`config.mk`:
```
export PLATFORM = sky130hd
export DESIGN_NAME = simmem_axi_responder
export DESIGN_NICKNAME = d
export VERILOG_FILES = /design/src/rtl/simmem_pkg.sv /design/src/rtl/simmem_axi_responder_rd.sv /design/src/rtl/simmem_axi_responder.sv
export SDC_FILE = /design/constraint.sdc
export NUM_CORES = 1
export LEC_CHECK = 0
export ABC_CLOCK_PERIOD_IN_PS = 3810
export CAP_MARGIN = 5
export CORE_MARGIN = 1
export CORE_UTILIZATION = 47
export CTS_BUF_LIST = sky130_fd_sc_hd__clkbuf_2 sky130_fd_sc_hd__clkbuf_4 sky130_fd_sc_hd__clkbuf_8
export DETAILED_ROUTE_END_ITERATION = 10
export PLACE_DENSITY_LB_ADDON = 0.25
export SYNTH_ARGS = -nofsm -noshare
export SYNTH_HDL_FRONTEND = slang
export SYNTH_SLANG_ARGS = --single-unit
```
`constraint.sdc`:
```
create_clock -name clk_i -period 3.81 [get_ports clk_i]
set_input_delay 0.381 -clock clk_i [delete_from_list [all_inputs] [get_ports clk_i]]
set_output_delay 0.381 -clock clk_i [all_outputs]
set_load 0.01 [all_outputs]
```
`src/rtl/simmem_pkg.sv`:
```
// Shared channel payload types, response codes and FSM state enums for the
// simulated-memory AXI responder.
package simmem_pkg;

   typedef struct packed {
      logic [3:0]  id;
      logic [19:0] addr;
      logic [7:0]  burst_len;
   } waddr_t;

   typedef struct packed {
      logic [3:0] data;
      logic       last;
   } wdata_t;

   typedef struct packed {
      logic [3:0] id;
      logic [2:0] rsp;
   } wrsp_t;

   typedef struct packed {
      logic [3:0]  id;
      logic [19:0] addr;
      logic [7:0]  burst_len;
   } raddr_t;

   typedef struct packed {
      logic [3:0] id;
      logic [3:0] data;
      logic [2:0] rsp;
      logic       last;
   } rdata_t;

   localparam logic [2:0] RSP_OKAY   = 3'd0;
   localparam logic [2:0] RSP_SLVERR = 3'd2;

   typedef enum logic [1:0] {
      W_IDLE = 2'd0,
      W_DATA = 2'd1,
      W_RSP  = 2'd2
   } w_state_e;

   typedef enum logic {
      R_IDLE = 1'b0,
      R_DATA = 1'b1
   } r_state_e;

endpackage

```
`src/rtl/simmem_axi_responder_rd.sv`:
```
// Read half of the simulated-memory responder: accepts one AR burst at a time
// and streams burst_len+1 generated beats on R.
module simmem_axi_responder_rd
   import simmem_pkg::*;
#(
   parameter logic [3:0] RDataBase = 4'h0
) (
   input  logic   clk_i,
   input  logic   rst_i,
   input  raddr_t raddr_i,
   input  logic   raddr_in_valid_i,
   output logic   raddr_in_ready_o,
   output rdata_t rdata_o,
   output logic   rdata_out_valid_o,
   input  logic   rdata_out_ready_i
);

   r_state_e   state_q;
   logic [3:0] id_q;
   logic [3:0] addr_q;
   logic [7:0] len_q;
   logic [7:0] beat_q;
   logic       is_last;
   logic       unused_raddr;

   assign is_last      = (beat_q == len_q);
   assign unused_raddr = ^raddr_i.addr[19:4];

   always_ff @(posedge clk_i) begin
      if (rst_i) begin
         state_q <= R_IDLE;
         id_q    <= '0;
         addr_q  <= '0;
         len_q   <= '0;
         beat_q  <= '0;
      end else begin
         case (state_q)
            R_IDLE: begin
               if (raddr_in_valid_i) begin
                  id_q    <= raddr_i.id;
                  addr_q  <= raddr_i.addr[3:0];
                  len_q   <= raddr_i.burst_len;
                  beat_q  <= '0;
                  state_q <= R_DATA;
               end
            end
            R_DATA: begin
               // The counter stops at len_q, so a 256-beat burst never wraps.
               if (rdata_out_ready_i) begin
                  if (is_last) state_q <= R_IDLE;
                  else         beat_q  <= beat_q + 8'd1;
               end
            end
            default: state_q <= R_IDLE;
         endcase
      end
   end

   always_comb begin
      raddr_in_ready_o  = (state_q == R_IDLE);
      rdata_out_valid_o = (state_q == R_DATA);
      rdata_o           = '0;
      if (state_q == R_DATA) begin
         rdata_o.id   = id_q;
         rdata_o.data = addr_q + beat_q[3:0] + RDataBase;
         rdata_o.rsp  = RSP_OKAY;
         rdata_o.last = is_last;
      end
   end

endmodule

```
`src/rtl/simmem_axi_responder.sv`:
```
// Memory-side AXI responder: one outstanding write (handled here) and one
// outstanding read (sub-module). SIMMEM_RESPONDER_LAST_CHECK_EN enables W last checking.
module simmem_axi_responder
   import simmem_pkg::*;
#(
   parameter logic [3:0] RDataBase = 4'h0
) (
   input  logic   clk_i,
   input  logic   rst_i,
   input  waddr_t waddr_i,
   input  logic   waddr_in_valid_i,
   output logic   waddr_in_ready_o,
   input  wdata_t wdata_i,
   input  logic   wdata_in_valid_i,
   output logic   wdata_in_ready_o,
   output wrsp_t  wrsp_o,
   output logic   wrsp_out_valid_o,
   input  logic   wrsp_out_ready_i,
   input  raddr_t raddr_i,
   input  logic   raddr_in_valid_i,
   output logic   raddr_in_ready_o,
   output rdata_t rdata_o,
   output logic   rdata_out_valid_o,
   input  logic   rdata_out_ready_i
);

   w_state_e   w_state_q;
   logic [3:0] w_id_q;
   logic [7:0] w_len_q;
   logic [7:0] w_beat_q;
   logic       w_final_beat;
   logic       w_err;
   logic       unused_wr;

   assign w_final_beat = (w_beat_q == w_len_q);
   assign unused_wr    = ^{waddr_i.addr, wdata_i};

`ifdef SIMMEM_RESPONDER_LAST_CHECK_EN
   logic w_err_q;

   // Sticky for the burst: any beat whose last flag disagrees with its position.
   always_ff @(posedge clk_i) begin
      if (rst_i) begin
         w_err_q <= 1'b0;
      end else if (w_state_q == W_DATA && wdata_in_valid_i &&
                   (wdata_i.last != w_final_beat)) begin
         w_err_q <= 1'b1;
      end else if (w_state_q == W_RSP && wrsp_out_ready_i) begin
         w_err_q <= 1'b0;
      end
   end

   assign w_err = w_err_q;
`else
   assign w_err = 1'b0;
`endif

   always_ff @(posedge clk_i) begin
      if (rst_i) begin
         w_state_q <= W_IDLE;
         w_id_q    <= '0;
         w_len_q   <= '0;
         w_beat_q  <= '0;
      end else begin
         case (w_state_q)
            W_IDLE: begin
               if (waddr_in_valid_i) begin
                  w_id_q    <= waddr_i.id;
                  w_len_q   <= waddr_i.burst_len;
                  w_beat_q  <= '0;
                  w_state_q <= W_DATA;
               end
            end
            W_DATA: begin
               if (wdata_in_valid_i) begin
                  if (w_final_beat) w_state_q <= W_RSP;
                  else              w_beat_q  <= w_beat_q + 8'd1;
               end
            end
            W_RSP: begin
               if (wrsp_out_ready_i) w_state_q <= W_IDLE;
            end
            default: w_state_q <= W_IDLE;
         endcase
      end
   end

   always_comb begin
      waddr_in_ready_o = (w_state_q == W_IDLE);
      wdata_in_ready_o = (w_state_q == W_DATA);
      wrsp_out_valid_o = (w_state_q == W_RSP);
      wrsp_o           = '0;
      if (w_state_q == W_RSP) begin
         wrsp_o.id  = w_id_q;
         wrsp_o.rsp = w_err ? RSP_SLVERR : RSP_OKAY;
      end
   end

   simmem_axi_responder_rd #(
      .RDataBase(RDataBase)
   ) u_rd (
      .clk_i             (clk_i),
      .rst_i             (rst_i),
      .raddr_i           (raddr_i),
      .raddr_in_valid_i  (raddr_in_valid_i),
      .raddr_in_ready_o  (raddr_in_ready_o),
      .rdata_o           (rdata_o),
      .rdata_out_valid_o (rdata_out_valid_o),
      .rdata_out_ready_i (rdata_out_ready_i)
   );

endmodule
```
==> results.sh <==
export IMPL_outcome="complete, no violations"
export IMPL_multi_input_area_um2=1310
export IMPL_cts_made_buffers=5
export IMPL_timing_hold_violations_final=0
export IMPL_numClockSinks=47
export IMPL_syn2layout_area_growth_pct=27.2
export IMPL_maxSlewHeadroom_pct=50.4
export IMPL_power_frac_seq_pct=48.7
export IMPL_r2r_end="w_beat_q[1]"
export IMPL_combPwrFrac_pct=17.4
export IMPL_r2r_slack_ps=1790
export IMPL_synth_top_area_share_pct=39.5
export IMPL_cts_resized=0
export IMPL_synth_edf_count=0
export IMPL_critical_path_max_stage_delay_ps=540
export IMPL_place_inst=383
export IMPL_die_y_um=73.2
export IMPL_vias_per_cell=5.12
export IMPL_skew_ps=4.29
export IMPL_worst_setup_path_start_kind="flop"
export IMPL_synthTopCellsByArea="dfxtp_1, xnor2_1, nand2_1, mux2i_1, a21oi_1"
export IMPL_antenna_found_initial=0
export IMPL_p_leak_nw=1.18
export IMPL_crit_fanout=8
export IMPL_grt_overflow=0
export IMPL_hp_class="flop to flop"
export IMPL_coreArea_um2=4790
export IMPL_slew_viol_final=0
export IMPL_grtUsageMet1_pct=27.2
export IMPL_p_sw_share_pct=25.2
export IMPL_yosys_warnings=0
export IMPL_yosysSeqAreaShare_pct=39.5
export IMPL_clockPowerShare_pct=33.9
export IMPL_diodes=0
export IMPL_grtUsageMet3_pct=4.42
export IMPL_initial_core_util_pct=49.8
export IMPL_synth_seq_cells=47
export IMPL_grt_use_met2_pct=33.4
export IMPL_vias=2000
export IMPL_drt_pass1_iter_count=4
export IMPL_drt_total_wl_um=5020
export IMPL_seqCellArea_um2=941
export IMPL_grt_max_degree=44
export IMPL_die_area_um2=5360
export IMPL_fin_crit_sh_pct=67.7
export IMPL_grt_pass1_wl_um=8650
export IMPL_crit_chain="ha_1 -> a21o_1 -> a21oi_1 -> xnor2_1 -> nor2_1 -> clkdlybuf4s50_1"
export IMPL_slowest_stage="clkdlybuf4s50_1"
export IMPL_finalSetupTns_ps=0
export IMPL_worst_endpoint_arrival_ps=2200
export IMPL_critical_path_required_ps=3430
export IMPL_die_w_um=73.2
export IMPL_layoutNonFillerInstCount=391
export IMPL_power_total_w=0.00110
export IMPL_drv_cap=0
export IMPL_io_pins=100
export IMPL_port_buffers=52
export IMPL_switchingPower_w=0.000278
export IMPL_yosysTopAreaCell="dfxtp_1"
export IMPL_p_per_area_nw_per_um2=364
export IMPL_setup_viol=0
export IMPL_yosys_most_used_dff="dfxtp_1"
export IMPL_crit_path_end="rdata_o[7]"
export IMPL_tightest_slew_ps=742
export IMPL_yosysMostFrequentCell="dfxtp_1"
export IMPL_fmax_ghz=0.388
export IMPL_post_cts_buffers=0
export IMPL_wl_per_cell_um=12.8
export IMPL_synth_avg_cell_area_um2=8.64
export IMPL_synth_area_um2=2380
export IMPL_r2r_start="w_beat_q[2]"
export IMPL_cp_end_kind="primary output"
export IMPL_gp_congestion=0.791
export IMPL_first_global_vias=1894
export IMPL_synth_cell_types=49
export IMPL_syn_inst=276
export IMPL_cts_hold_buf=0
export IMPL_root_buffer="clkbuf_8"
export IMPL_rsz0062_at_grt="false"
export IMPL_synthArstFlopShare_pct=0
export IMPL_ir_drop_v=0.000238
export IMPL_path_clk_slew_ps=80
export IMPL_row_count=25
export IMPL_synth_common_cells="dfxtp_1, nand2_1, a21oi_1, nor2_1, xnor2_1"
export IMPL_htreeDepth=2
export IMPL_drive_gt1_share_pct=6.79
export IMPL_finalCriticalPeriod_ps=2580
export IMPL_drt_iter0_drc=101
export IMPL_nets=405
export IMPL_final_antenna_net_count=0
export IMPL_drc=0
export IMPL_criticalPathCategory="flop to primary output"
export IMPL_p_int_w=0.000826
export IMPL_grt_usage_pct=20.9
export IMPL_dpl_hpwl_um=3500
export IMPL_cts_tree="yes"
export IMPL_cts_buffer_depth=2
export IMPL_critPathLaunch="u_rd.beat_q[1]"
export IMPL_fill_cells=419
export IMPL_clk_latency_ps=300
export IMPL_top_usage_layer="met2"
export IMPL_rr_worst_depth=6
cells by family (layout without fill, tap and decap cells):
group           after synthesis  in the layout  synth area share [%]
fa+ha+maj                     6              6                  3.46
buf+inv                      29             72                  6.25
mux                          17             17                  7.66
compound gates               45             45                  13.0
flops                        47             47                  39.5
other cells                   1              6                 0.157
xor+xnor                     19             19                  6.98
simple gates                112            112                  23.0
worst min-delay path by stage:
stage            startpoint            to  cells after the start
2_1_floorplan  u_rd.id_q[0]  u_rd.id_q[0]                      2
3_3_place_gp   u_rd.id_q[1]  u_rd.id_q[1]                      2
3_5_place_dp   u_rd.id_q[3]  u_rd.id_q[3]                      2
4_1_cts        u_rd.id_q[3]  u_rd.id_q[3]                      2
5_1_grt        u_rd.id_q[3]  u_rd.id_q[3]                      2
6_report       u_rd.id_q[2]  u_rd.id_q[2]                      2
through the flow:
step / setup WS (ps) / util (%) / cell area (um2) / hold slack, ps
after floorplan: 2150 / - / 2400 / 432
after global placement: 1460 / 60.9 / 2910 / 437
after detailed placement: 1450 / 60.9 / 2910 / 444
after CTS: 1190 / 63.3 / 3030 / 456
after global routing: 1060 / 63.3 / 3030 / 469
final: 1230 / 63.3 / 3030 / 452
layout by cell type, fill, tap and decap left out, types with 2 or more instances in the layout:
cell type        instances
and2_1                  11
a41o_1                   2
conb_1                   6
nand4_1                  5
mux2i_1                 13
xnor2_1                 19
or3_1                    3
dfxtp_1                 47
o32ai_1                  2
clkbuf_8                 6
or2_2                    3
o31ai_1                  3
a31o_1                   2
buf_4                    3
o211ai_1                 2
nor2_1                  22
clkdlybuf4s50_1         52
mux2_4                   2
nor2b_1                  2
nor3_1                   2
a2111oi_1                2
nand2_1                 43
and3_1                   7
a21oi_1                 24
mux2_1                   2
ha_1                     5
inv_1                    8
nand3_1                  6
worst max-delay path, delay by kind of cell (launching register included):
family	cells	cell delay (ps)
adder cells (fa/ha/maj)	1	290
AND/OR/NAND/NOR	1	80
AO/OA/AOI/OAI	2	350
XOR/XNOR	1	100
flip-flops	1	530
buffers and inverters	1	540
flip-flops by register name, indices dropped and copies added, names as in the netlist:
signal and flops:
u_rd.addr_q 4, u_rd.beat_q 8, u_rd.id_q 4, u_rd.len_q 8, u_rd.rdata_out_valid_o 1, w_beat_q 8, w_id_q 4, w_len_q 8
w_state_q 2
power by group through the flow:
stage,sequential (W),clock (W),combinational [W]
after floorplan,0.000542,0,0.000126
after global placement,0.000549,0,0.000188
after detailed placement,0.000549,0,0.000191
after CTS,0.000538,0.000388,0.000193
after global routing,0.000541,0.000405,0.000212
final,0.000538,0.000374,0.000192
metal layers:
layer	up-vias	wire (um)
met5	-	0
met2	44	2240
li1	1028	-
met1	923	2510
met3	5	204
met4	0	65
layout make-up:
class	count	share of cell area, %
Sequential cell	47	31.0
Clock buffer	6	2.72
Tap cell	67	2.77
Inverter	9	1.11
Multi-Input combinational cell	205	43.3
Timing Repair Buffer	55	17.9
Clock inverter	2	1.16
(Power assumes the default switching activity.)
